**config.mk**
```make
export PLATFORM = sky130hd
export DESIGN_NAME = audio_mixer_avalon_slave
export DESIGN_NICKNAME = d
export VERILOG_FILES = /design/src/rtl/audio_pkg.sv /design/src/rtl/audio_tone_channel.sv /design/src/rtl/audio_mixer_avalon_slave.sv
export SDC_FILE = /design/constraint.sdc
export NUM_CORES = 1
export LEC_CHECK = 0
export ABC_CLOCK_PERIOD_IN_PS = 4300
export CAP_MARGIN = 15
export CORE_ASPECT_RATIO = 0.5
export CORE_UTILIZATION = 29
export CTS_CLUSTER_SIZE = 14
export DETAILED_ROUTE_END_ITERATION = 8
export GPL_ROUTABILITY_DRIVEN = 0
export GPL_TIMING_DRIVEN = 0
export PLACE_DENSITY = 0.51
export SYNTH_ARGS = -nofsm -noshare
export SYNTH_HDL_FRONTEND = slang
export SYNTH_SLANG_ARGS = --single-unit
```
**constraint.sdc**
```tcl
create_clock -name clock50 -period 4.3 [get_ports clock50]
set_clock_uncertainty 0.2 [all_clocks]
set_input_delay 0.86 -clock clock50 [delete_from_list [all_inputs] [get_ports clock50]]
set_output_delay 0.86 -clock clock50 [all_outputs]
set_load 0.02 [all_outputs]
```
**src/rtl/audio_pkg.sv**
```systemverilog
// Shared definitions for the audio mixer Avalon slave.
// Holds the register map (word addresses), CTRL_k / GCTRL bit positions and the
// channel control record unpacked from a CTRL_k write.
package audio_pkg;

   // Word addresses; channel k owns INC at ChanBase+2k and CTRL at ChanBase+2k+1.
   localparam int unsigned AddrGctrl    = 0;
   localparam int unsigned AddrStatus   = 1;
   localparam int unsigned AddrChanBase = 2;

   // GCTRL bits
   localparam int unsigned GctrlMasterEnBit = 0;
   localparam int unsigned GctrlIrqEnBit    = 1;

   // CTRL_k fields
   localparam int unsigned CtrlEnBit  = 0;
   localparam int unsigned CtrlVolLsb = 4;
   localparam int unsigned CtrlDurLsb = 16;
   localparam int unsigned CtrlVolW   = 4;
   localparam int unsigned CtrlDurW   = 16;

   typedef struct packed {
      logic [CtrlDurW-1:0] dur;
      logic [CtrlVolW-1:0] vol;
      logic                en;
   } chan_ctrl_t;

   function automatic chan_ctrl_t decode_ctrl(input logic [31:0] w);
      chan_ctrl_t c;
      c.dur = w[CtrlDurLsb +: CtrlDurW];
      c.vol = w[CtrlVolLsb +: CtrlVolW];
      c.en  = w[CtrlEnBit];
      return c;
   endfunction

endpackage

```
**src/rtl/audio_tone_channel.sv**
```systemverilog
// One square-wave tone channel: phase accumulator, ms duration counter,
// expiry pulse and volume-scaled sample.
// Ports:
//  clk_i, rst_i          clock and synchronous active-high reset
//  tick_i                1 ms duration tick
//  inc_we_i / inc_i      phase increment write
//  ctrl_we_i, ctrl_*_i   CTRL write (dur, vol, en)
//  en_o, vol_o, dur_o    live state for readback
//  inc_o                 current phase increment
//  expire_o              one-cycle pulse when a timed note runs out
//  sample_o              vol when enabled and phase msb set, else 0
module audio_tone_channel #(
   parameter int unsigned PHASE_W = 24,
   parameter int unsigned VOL_W   = 4,
   parameter int unsigned DUR_W   = 16
) (
   input  logic               clk_i,
   input  logic               rst_i,
   input  logic               tick_i,
   input  logic               inc_we_i,
   input  logic [PHASE_W-1:0] inc_i,
   input  logic               ctrl_we_i,
   input  logic [DUR_W-1:0]   ctrl_dur_i,
   input  logic [VOL_W-1:0]   ctrl_vol_i,
   input  logic               ctrl_en_i,
   output logic               en_o,
   output logic [VOL_W-1:0]   vol_o,
   output logic [DUR_W-1:0]   dur_o,
   output logic [PHASE_W-1:0] inc_o,
   output logic               expire_o,
   output logic [VOL_W-1:0]   sample_o
);

   logic               en_q, en_d;
   logic [VOL_W-1:0]   vol_q, vol_d;
   logic [DUR_W-1:0]   dur_q, dur_d;
   logic [PHASE_W-1:0] inc_q, inc_d;
   logic [PHASE_W-1:0] phase_q, phase_d;
   logic               restart;

   // A CTRL write in the same cycle suppresses expiry.
   assign expire_o = tick_i & en_q & (dur_q == DUR_W'(1)) & ~ctrl_we_i;
   assign restart  = ctrl_we_i & ctrl_en_i & ~en_q;

   always_comb begin
      en_d  = en_q;
      vol_d = vol_q;
      dur_d = dur_q;
      inc_d = inc_we_i ? inc_i : inc_q;
      if (ctrl_we_i) begin
         en_d  = ctrl_en_i;
         vol_d = ctrl_vol_i;
         dur_d = ctrl_dur_i;
      end else if (tick_i && en_q && (dur_q != '0)) begin
         dur_d = dur_q - 1'b1;
         if (dur_q == DUR_W'(1)) begin
            en_d = 1'b0;
         end
      end
      // Stopped channels park at phase 0; a fresh start also begins at 0.
      phase_d = (!en_d || restart) ? '0 : phase_q + inc_q;
   end

   always_ff @(posedge clk_i) begin
      if (rst_i) begin
         en_q    <= 1'b0;
         vol_q   <= '0;
         dur_q   <= '0;
         inc_q   <= '0;
         phase_q <= '0;
      end else begin
         en_q    <= en_d;
         vol_q   <= vol_d;
         dur_q   <= dur_d;
         inc_q   <= inc_d;
         phase_q <= phase_d;
      end
   end

   assign en_o     = en_q;
   assign vol_o    = vol_q;
   assign dur_o    = dur_q;
   assign inc_o    = inc_q;
   assign sample_o = (en_q && phase_q[PHASE_W-1]) ? vol_q : '0;

endmodule

```
**src/rtl/audio_mixer_avalon_slave.sv**
```systemverilog
// Avalon-MM slave driving the R2R speaker DAC from NUM_CH square-wave tone channels.
// Ports:
//  clock50   50 MHz system clock
//  reset     synchronous active-high reset
//  address   word address; read/write Avalon strobes, zero wait states
//  readdata  registered read data, valid the cycle after read
//  writedata write data
//  irq       irq_en & |done
//  speaker   saturated channel mix, gated by master_en
module audio_mixer_avalon_slave
   import audio_pkg::*;
#(
   parameter int unsigned NUM_CH    = 4,
   parameter int unsigned OUT_W     = 7,
   parameter int unsigned PHASE_W   = 24,
   parameter int unsigned VOL_W     = 4,
   parameter int unsigned DUR_W     = 16,
   parameter int unsigned TICK_DIV  = 50000,
   parameter int unsigned MIX_SHIFT = 3
) (
   input  logic             clock50,
   input  logic             reset,
   input  logic [3:0]       address,
   input  logic             read,
   output logic [31:0]      readdata,
   input  logic             write,
   input  logic [31:0]      writedata,
   output logic             irq,
   output logic [OUT_W-1:0] speaker
);

   localparam int unsigned PreW = (TICK_DIV > 1) ? $clog2(TICK_DIV) : 1;
   localparam int unsigned SumW = VOL_W + $clog2(NUM_CH);
   localparam int unsigned MixW = SumW + MIX_SHIFT;

   // Prescaler: free-running 0..TICK_DIV-1, tick on wrap.
   logic [PreW-1:0] pre_q;
   logic            tick;

   assign tick = (pre_q == PreW'(TICK_DIV - 1));

   always_ff @(posedge clock50) begin
      if (reset || tick) pre_q <= '0;
      else               pre_q <= pre_q + 1'b1;
   end

   // Address decode
   logic              gctrl_sel, status_sel;
   logic [NUM_CH-1:0] inc_sel, ctrl_sel;
   chan_ctrl_t        wr_ctrl;

   assign gctrl_sel  = (int'(address) == AddrGctrl);
   assign status_sel = (int'(address) == AddrStatus);
   assign wr_ctrl    = decode_ctrl(writedata);

   // Channels
   logic [NUM_CH-1:0] ch_en, ch_expire;
   logic [VOL_W-1:0]   ch_vol    [NUM_CH];
   logic [VOL_W-1:0]   ch_sample [NUM_CH];
   logic [DUR_W-1:0]   ch_dur    [NUM_CH];
   logic [PHASE_W-1:0] ch_inc    [NUM_CH];

   for (genvar k = 0; k < NUM_CH; k++) begin : g_ch
      assign inc_sel[k]  = (int'(address) == AddrChanBase + 2 * k);
      assign ctrl_sel[k] = (int'(address) == AddrChanBase + 2 * k + 1);

      audio_tone_channel #(
         .PHASE_W (PHASE_W),
         .VOL_W   (VOL_W),
         .DUR_W   (DUR_W)
      ) u_chan (
         .clk_i      (clock50),
         .rst_i      (reset),
         .tick_i     (tick),
         .inc_we_i   (write & inc_sel[k]),
         .inc_i      (writedata[PHASE_W-1:0]),
         .ctrl_we_i  (write & ctrl_sel[k]),
         .ctrl_dur_i (wr_ctrl.dur[DUR_W-1:0]),
         .ctrl_vol_i (wr_ctrl.vol[VOL_W-1:0]),
         .ctrl_en_i  (wr_ctrl.en),
         .en_o       (ch_en[k]),
         .vol_o      (ch_vol[k]),
         .dur_o      (ch_dur[k]),
         .inc_o      (ch_inc[k]),
         .expire_o   (ch_expire[k]),
         .sample_o   (ch_sample[k])
      );
   end

   // GCTRL / STATUS
   logic              master_en_q, irq_en_q;
   logic [NUM_CH-1:0] done_q, done_d, w1c;

   assign w1c    = (write && status_sel) ? writedata[NUM_CH-1:0] : '0;
   assign done_d = (done_q & ~w1c) | ch_expire;  // set beats clear

   always_ff @(posedge clock50) begin
      if (reset) begin
         master_en_q <= 1'b0;
         irq_en_q    <= 1'b0;
         done_q      <= '0;
      end else begin
         if (write && gctrl_sel) begin
            master_en_q <= writedata[GctrlMasterEnBit];
            irq_en_q    <= writedata[GctrlIrqEnBit];
         end
         done_q <= done_d;
      end
   end

   assign irq = irq_en_q & (|done_q);

   // Readback mux; registered so a same-cycle write returns the old value.
   logic [31:0] rd_val, readdata_q;

   always_comb begin
      rd_val = '0;
      if (gctrl_sel) begin
         rd_val[GctrlMasterEnBit] = master_en_q;
         rd_val[GctrlIrqEnBit]    = irq_en_q;
      end
      if (status_sel) rd_val[NUM_CH-1:0] = done_q;
      for (int k = 0; k < NUM_CH; k++) begin
         if (inc_sel[k]) rd_val[PHASE_W-1:0] = ch_inc[k];
         if (ctrl_sel[k]) begin
            rd_val[CtrlDurLsb +: DUR_W] = ch_dur[k];
            rd_val[CtrlVolLsb +: VOL_W] = ch_vol[k];
            rd_val[CtrlEnBit]           = ch_en[k];
         end
      end
   end

   always_ff @(posedge clock50) begin
      if (reset) readdata_q <= '0;
      else       readdata_q <= read ? rd_val : '0;
   end

   assign readdata = readdata_q;

   // Mixer with saturation
   logic [SumW-1:0]  mix_sum;
   logic [MixW-1:0]  mix_shift;
   logic [OUT_W-1:0] mix_sat, speaker_q;

   always_comb begin
      mix_sum = '0;
      for (int k = 0; k < NUM_CH; k++) begin
         mix_sum = mix_sum + SumW'(ch_sample[k]);
      end
      mix_shift = MixW'(mix_sum) << MIX_SHIFT;
      mix_sat   = (mix_shift > MixW'((2 ** OUT_W) - 1)) ? '1 : mix_shift[OUT_W-1:0];
   end

   always_ff @(posedge clock50) begin
      if (reset) speaker_q <= '0;
      else       speaker_q <= master_en_q ? mix_sat : '0;
   end

   assign speaker = speaker_q;

endmodule

```
After elaboration in Yosys (flattened, before gate mapping)
Cells that the tools add are included.

Flip-flop bits (word level): 337. Input bits: 40. Output and inout bits: 40. Logic and storage cells: 178.

$add $sub $neg: 12. $lt $le $gt $ge: 1. Eq/ne operators: 14. Muxes and demuxes: 44. Bitwise logic cells: 42. Reductions and logical operators: 39.

Operators by type and width (number): 2-to-1 mux 16 bit (12); adder 24 bit (4); 2-to-1 mux 24 bit (4); equality test 16 x 1 -> 1 bit, second input constant (4); nonzero test 16 bit (4); subtractor 16 x 1 -> 16 bit, second input constant (4); 2-to-1 mux 4 bit (10); AND 1 bit (29); adder 16 x 1 -> 16 bit, second input constant (1); equality test 16 bit, second input constant (1); equality test 4 x 3 -> 1 bit, second input constant (4); 2-to-1 mux 1 bit (16); logical AND 1 bit (14); OR reduction 2 bit (6); NOT 1 bit (10); greater-than comparator 9 x 7 -> 1 bit, second input constant (1); equality test 4 x 2 -> 1 bit, second input constant (2); equality test 4 bit, second input constant (2); nonzero test 2 bit (4); 2-to-1 mux 7 bit (1); adder 5 x 4 -> 6 bit (1); adder 6 x 4 -> 6 bit (1); adder 4 x 4 -> 5 bit (1); logical OR 1 bit (5); 8 further kinds (11).

Logic depth before layout (Yosys ltp)
Gate-level depths: netlist (run 1).

Depth after elaboration: 11. Depth in mapped cells: 12. Gate-level depth less buffers: 12.

By module
Synthesis (run 1) repeated with hierarchy kept, for this count alone.

Cell total of the unflattened synthesis: 2233. Area total of the unflattened synthesis: 19040.8 µm².

Modules (own cells, without submodules): audio_tone_channel (g_ch[2].u_chan ...) (times used 2, cells an instance 427, area an instance 3703.6 µm², seq. area each 1381.3 µm²); audio_tone_channel (g_ch[1].u_chan) (times used 1, cells an instance 447, area an instance 3901.2 µm², seq. area each 1381.3 µm²); audio_mixer_avalon_slave (times used 1, cells an instance 499, area an instance 3876.2 µm², seq. area each 1181.1 µm²); audio_tone_channel (g_ch[0].u_chan) (times used 1, cells an instance 433, area an instance 3856.2 µm², seq. area each 1381.3 µm²).

Worst setup path before layout (run 1)
No wires, ideal clock.

Path kind: reg2reg. Start point: reg g_ch[1].u_chan.en_q. End point: reg speaker_q[3] (netlist: speaker[3]). Library setup time: 0.133 ns. Arrival time: 2.847 ns. Required time: 3.967 ns. Slack: 1.120 ns. Stages on the path, launching flop included: 13. Buffers on the path: 1. Clock period less this slack: 3.180 ns. Cell sequence: dfxtp_1 > clkbuf_1 > and3_1 > fa_1 > inv_1 > fa_1 > inv_1 > ha_1 > a21o_1 > a21oi_1 > a31oi_1 > nor3_1 > a21oi_1.

Cells in the longest elaborated chain, start to end: 7.

Ends and longest elaborated chain: start, declared (line audio_tone_channel.sv:34) `logic en_q, en_d;`; start signal, assigned (line audio_tone_channel.sv:72) `en_q <= en_d;`; logical AND 1 bit (*) (line audio_tone_channel.sv:84) `assign sample_o = (en_q && phase_q[PHASE_W-1]) ? vol_q : '0;`; 2-to-1 mux 4 bit (*) (line audio_tone_channel.sv:84); adder 4 x 4 -> 5 bit (*) (line audio_mixer_avalon_slave.sv:148) `mix_sum = mix_sum + SumW'(ch_sample[k]);`; adder 5 x 4 -> 6 bit (*) (line audio_mixer_avalon_slave.sv:148); adder 6 x 4 -> 6 bit (*) (line audio_mixer_avalon_slave.sv:148); greater-than comparator 9 x 7 -> 1 bit (line audio_mixer_avalon_slave.sv:151) `mix_sat = (mix_shift > MixW'((2 ** OUT_W) - 1)) ? '1 : mix_shift[OUT_W-1:0];`; 2-to-1 mux 7 bit (*) (line audio_mixer_avalon_slave.sv:151); end signal, assigned (line audio_mixer_avalon_slave.sv:156) `else speaker_q <= master_en_q ? mix_sat : '0;`; end, declared (line audio_mixer_avalon_slave.sv:143) `logic [OUT_W-1:0] mix_sat, speaker_q;`.

Mark *: on every way between the ends. The rest lies on a longest branch, timed or not. A chain may end at the register's enable or synchronous reset.

Final worst setup path (run 1)
Start point: in address[2]. End point: reg readdata_q[22] (netlist: readdata[22]).

Cells in the longest elaborated chain, start to end: 9. Elaborated cells on any way between the ends: 16. Classes of those cells: eq/ne: 8; mux: 8.

Ends and longest elaborated chain: start, declared (line audio_mixer_avalon_slave.sv:23) `input logic [3:0] address,`; equality test 4 x 2 -> 1 bit (line audio_mixer_avalon_slave.sv:64) `assign inc_sel[k] = (int'(address) == AddrChanBase + 2 * k);`; 2-to-1 mux 24 bit (line audio_mixer_avalon_slave.sv:124) `if (inc_sel[k]) rd_val[PHASE_W-1:0] = ch_inc[k];`; 2-to-1 mux 16 bit (line audio_mixer_avalon_slave.sv:125) `if (ctrl_sel[k]) begin`; 2-to-1 mux 24 bit (line audio_mixer_avalon_slave.sv:124); 2-to-1 mux 16 bit (line audio_mixer_avalon_slave.sv:125); 2-to-1 mux 24 bit (line audio_mixer_avalon_slave.sv:124); 2-to-1 mux 16 bit (line audio_mixer_avalon_slave.sv:125); 2-to-1 mux 24 bit (line audio_mixer_avalon_slave.sv:124); 2-to-1 mux 16 bit (*) (line audio_mixer_avalon_slave.sv:125); end signal, assigned (line audio_mixer_avalon_slave.sv:135) `else readdata_q <= read ? rd_val : '0;`; end, declared (line audio_mixer_avalon_slave.sv:114) `logic [31:0] rd_val, readdata_q;`.

Marks and branches as above.

==> flow_summary.ini, run 1 <==
[timing]
fmax_mhz = 247
finalWorstSetupSlack_ns = 0.245
final.period_utilization_pct = 94.3
hold_violations = 0
tightest_slew_ns = 1.03
slew_headroom_pct = 31.0
finalSetupViolations = 0
rsz0062_at_grt = no
post-route-min-period_ns = 4.06
drv_slew = 0
whs_ns = 0.242

[grt]
grt_overflow_total = 0
grt_pass1_vias = 14700
grt_pass1_wl_um = 90100
grt_max_degree = 15
antenna_found_initial = 2
grt_usage_pct = 19.4

[clocking]
cts_setup_buffers = 0
insertion_delay_ns = 0.53
tritoncts = yes
postCtsHoldBufs = 0
cts.sinks = 335
cts_root_buf = clkbuf_16
clockBufferDepth = 3
clkTransAtPathRegs_ns = 0.06
post_cts_resized = 0
htree_levels = 2
numCtsBuffers = 36

[place]
place_area_um2 = 19000
place_inst = 3000
io_buffers = 65
preCtsSetupSlack_ns = -0.210
hpwl_um = 45600

[floorplanning]
coreArea_um2 = 58300
initial_core_util_pct = 29.8
dieWidth_um = 348
dieArea_um2 = 60900
die_h_um = 175
rows = 62
io_pins = 80

[power_and_ir_drop]
p_comb_share_pct = 5.3
p_switching_w = 0.00163
ir_drop_mv = 0.197
p_clk_share_pct = 47.8
internal_power_w = 0.00514
power.density_nw_per_um2 = 335
p_leak_nw = 7.39
p_sw_share_pct = 24.1
seq_power_share_pct = 47.0

[routing]
wl_um = 59500
vias = 15800
vias_per_cell = 5.17
drtIter0Drc = 1617
routedWlPerCell_um = 19.4
drt_first_pass_iters = 9
drc = 0
ant_nets = 0

[critical_path]
crit_path_end = readdata[22]$_SDFF_PP0_
arrival_ns = 4.28
startpoint_type = input port
crit_fanout = 10
r2r-start = g_ch[1].u_chan.dur_o[4]$_SDFFE_PP0P_
cp-startpoint = address[2]
crit_type = input port to register
cpLargestDelayFamily = buffers and inverters
worstRegToRegCells = 8
cpMostUsedCell = clkbuf_1
r2r_end = g_ch[1].u_chan.phase_q[13]$_SDFF_PP0_
endpoint_kind = register
slowest_stage = nor3b_1
crit_required_ns = 4.52
worstPathCellList = clkdlybuf4s50_1 > clkbuf_1 > nor2b_1 > nor3b_1 > clkbuf_1 > a222oi_1 > nand2_1 > o21ai_0 > a31oi_1
crit_cells = 9
slowest_delay_ns = 0.73
ff2ff_setup_slack_ns = 0.43
path_buf_inv = 3

[logic_synthesis]
yosysMostFrequentCell = nand2_1
syn_inst = 2133
synth_flop_cell = dfxtp_1
yosys.area_share.simple_pct = 22.0
synth.distinct_cells = 73
ys_warn_count = 0
seq_area_frac_synth_pct = 38.7
synthesis.area_um2 = 17400
synthTopCellsByCount = nand2_1, dfxtp_1, nor2_1
synth-compound-area-share_pct = 19.6
synth_seq_cells = 335
synth_top_family_by_area = simple AND/OR/NAND/NOR gates
syn_nets = 2291
synthArstFlopShare_pct = 0
synth_mux_area_share_pct = 0.231
avgSynthCellArea_um2 = 8.13
synth_area_leaders = dfxtp_1, ha_1, nand2_1
netlist.area_leader.share_pct = 38.7
synth_edf_count = 0
synthAdderAreaFrac_pct = 9.03
yosysTopAreaCell = dfxtp_1
synth_xor_area_share_pct = 6.56

[min_path]
hp-class = register to register

[outcome]
status = finished, final reports clean

[cells_and_area]
n_antenna_cell = 0
final_cells = 3061
stdcell_area_um2 = 20200
fillCellCount = 6136
final_nets = 2396
layout-drive-gt1-share_pct = 3.80
syn2layout_area_growth_pct = 16.4

[flow_run]
max_cap_viol_count = 0
-- area by class of cell --
class	count	area, um^2	share of cell area (%)
multi-input cells	1623	9960	49.3
flip-flops and latches	335	6710	33.2
clock buffers	54	1070	5.30
well taps	800	1000	4.95
repair buffers	67	663	3.28
plain buffers	112	452	2.24
inverters	63	236	1.17
clock inverters	7	113	0.557
-- worst reg2reg max path, stage by stage, from the launching register on --
cell and delay, ns:
dfxtp_1 0.37, or4_1 0.63, or4_1 0.45, or2_2 0.35
nor2_1 0.24, nand2b_1 0.13, o21ai_1 0.81, clkbuf_1 0.47
nor2_1 0.10
-- cell families (layout without fill, tap and decap cells) --
| family | count (synthesis) | count (layout) |
|---|---|---|
| buffers and inverters | 175 | 303 |
| flip-flops | 335 | 335 |
| AO/OA/AOI/OAI | 531 | 531 |
| adder cells (fa/ha/maj) | 118 | 118 |
| multiplexers | 4 | 4 |
| XOR/XNOR | 130 | 130 |
| AND/OR/NAND/NOR | 840 | 840 |
-- layer usage --
layer / global-route usage [%] / vias to the layer above / wire length [um]
met4: 4.88 / 2 / 1270
met3: 4.11 / 84 / 4310
met5: 0 / - / 13
li1: - / 7730 / -
met2: 30.2 / 448 / 26200
met1: 27.0 / 7551 / 27700
-- layout by cell type, fill, tap and decap left out, types with 5 or more instances in the layout --
| cell type | synthesis | final |
|---|---|---|
| and2_1 | 6 | 6 |
| xnor2_1 | 67 | 67 |
| clkbuf_1 | 94 | 103 |
| or3_1 | 26 | 26 |
| clkbuf_8 | 0 | 8 |
| nor2_1 | 221 | 221 |
| nor3_1 | 49 | 49 |
| a221oi_1 | 8 | 8 |
| a311oi_1 | 9 | 9 |
| xor2_1 | 63 | 63 |
| a211oi_1 | 63 | 63 |
| clkbuf_16 | 0 | 37 |
| or2_2 | 7 | 7 |
| nor3b_1 | 11 | 11 |
| fa_1 | 12 | 12 |
| inv_1 | 63 | 63 |
| nand2b_1 | 28 | 28 |
| a31oi_1 | 16 | 16 |
| a222oi_1 | 29 | 29 |
| dfxtp_1 | 335 | 335 |
| o21ai_0 | 69 | 69 |
| o21a_1 | 9 | 9 |
| nor4_1 | 15 | 14 |
| and3_1 | 25 | 25 |
| nor2b_1 | 22 | 22 |
| nand3_1 | 50 | 50 |
| nand2_1 | 343 | 343 |
| o211ai_1 | 7 | 7 |
| ha_1 | 106 | 106 |
| o21bai_1 | 12 | 12 |
| clkbuf_2 | 12 | 12 |
| clkdlybuf4s50_1 | 0 | 65 |
| a21o_1 | 26 | 26 |
| or4_1 | 5 | 5 |
| a21oi_1 | 217 | 217 |
| nand4_1 | 9 | 9 |
| a22oi_1 | 24 | 24 |
-- power groups by stage --
| stage | logic [W] | clock network [W] | registers, W |
|---|---|---|---|
| after floorplan | 0.000197 | 0 | 0.00323 |
| after CTS | 0.000352 | 0.00329 | 0.00318 |
| after global routing | 0.000383 | 0.00341 | 0.00318 |
| after detailed placement | 0.000350 | 0 | 0.00325 |
| after global placement | 0.000348 | 0 | 0.00325 |
| final | 0.000357 | 0.00323 | 0.00318 |
-- metrics by stage --
step                TNS (ns)  util [%]  total power, W
global route               0      34.7         0.00698
finish                     0      34.7         0.00677
floorplan                  0         -         0.00343
CTS                        0      34.7         0.00682
global placement      -16.93      32.6         0.00360
detailed placement    -0.243      32.6         0.00360
-- registers in the layout, summed over array words and instances (netlist names) --
register,count
g_ch.u_chan.en_o,4
irq_en_q,1
done_q,4
g_ch.u_chan.dur_o,64
g_ch.u_chan.phase_q,96
readdata,32
master_en_q,1
g_ch.u_chan.inc_o,96
g_ch.u_chan.vol_o,16
speaker,5
pre_q,16
-- worst min-delay path by stage --
| stage | slack (ns) | cells after the start | start | end |
|---|---|---|---|---|
| 2_1_floorplan | 0.21 | 1 | pre_q[0]$_SDFF_PP0_ | pre_q[0]$_SDFF_PP0_ |
| 3_3_place_gp | 0.23 | 1 | pre_q[0]$_SDFF_PP0_ | pre_q[0]$_SDFF_PP0_ |
| 3_5_place_dp | 0.24 | 1 | pre_q[0]$_SDFF_PP0_ | pre_q[0]$_SDFF_PP0_ |
| 4_1_cts | 0.25 | 1 | pre_q[0]$_SDFF_PP0_ | pre_q[0]$_SDFF_PP0_ |
| 5_1_grt | 0.27 | 1 | pre_q[0]$_SDFF_PP0_ | pre_q[0]$_SDFF_PP0_ |
| 6_report | 0.24 | 1 | pre_q[0]$_SDFF_PP0_ | pre_q[0]$_SDFF_PP0_ |
Power figures use the tool's default switching activity.
==> inputs of run 2 (changes only) <==
--- a/config.mk
+++ b/config.mk
@@ -11,7 +11,6 @@
 export CORE_UTILIZATION = 29
 export CTS_CLUSTER_SIZE = 14
 export DETAILED_ROUTE_END_ITERATION = 8
-export GPL_ROUTABILITY_DRIVEN = 0
 export GPL_TIMING_DRIVEN = 0
 export PLACE_DENSITY = 0.51
 export SYNTH_ARGS = -nofsm -noshare
==> results of run 2 <==
The final DEF is identical to that of run 1; final timing and power are the same.
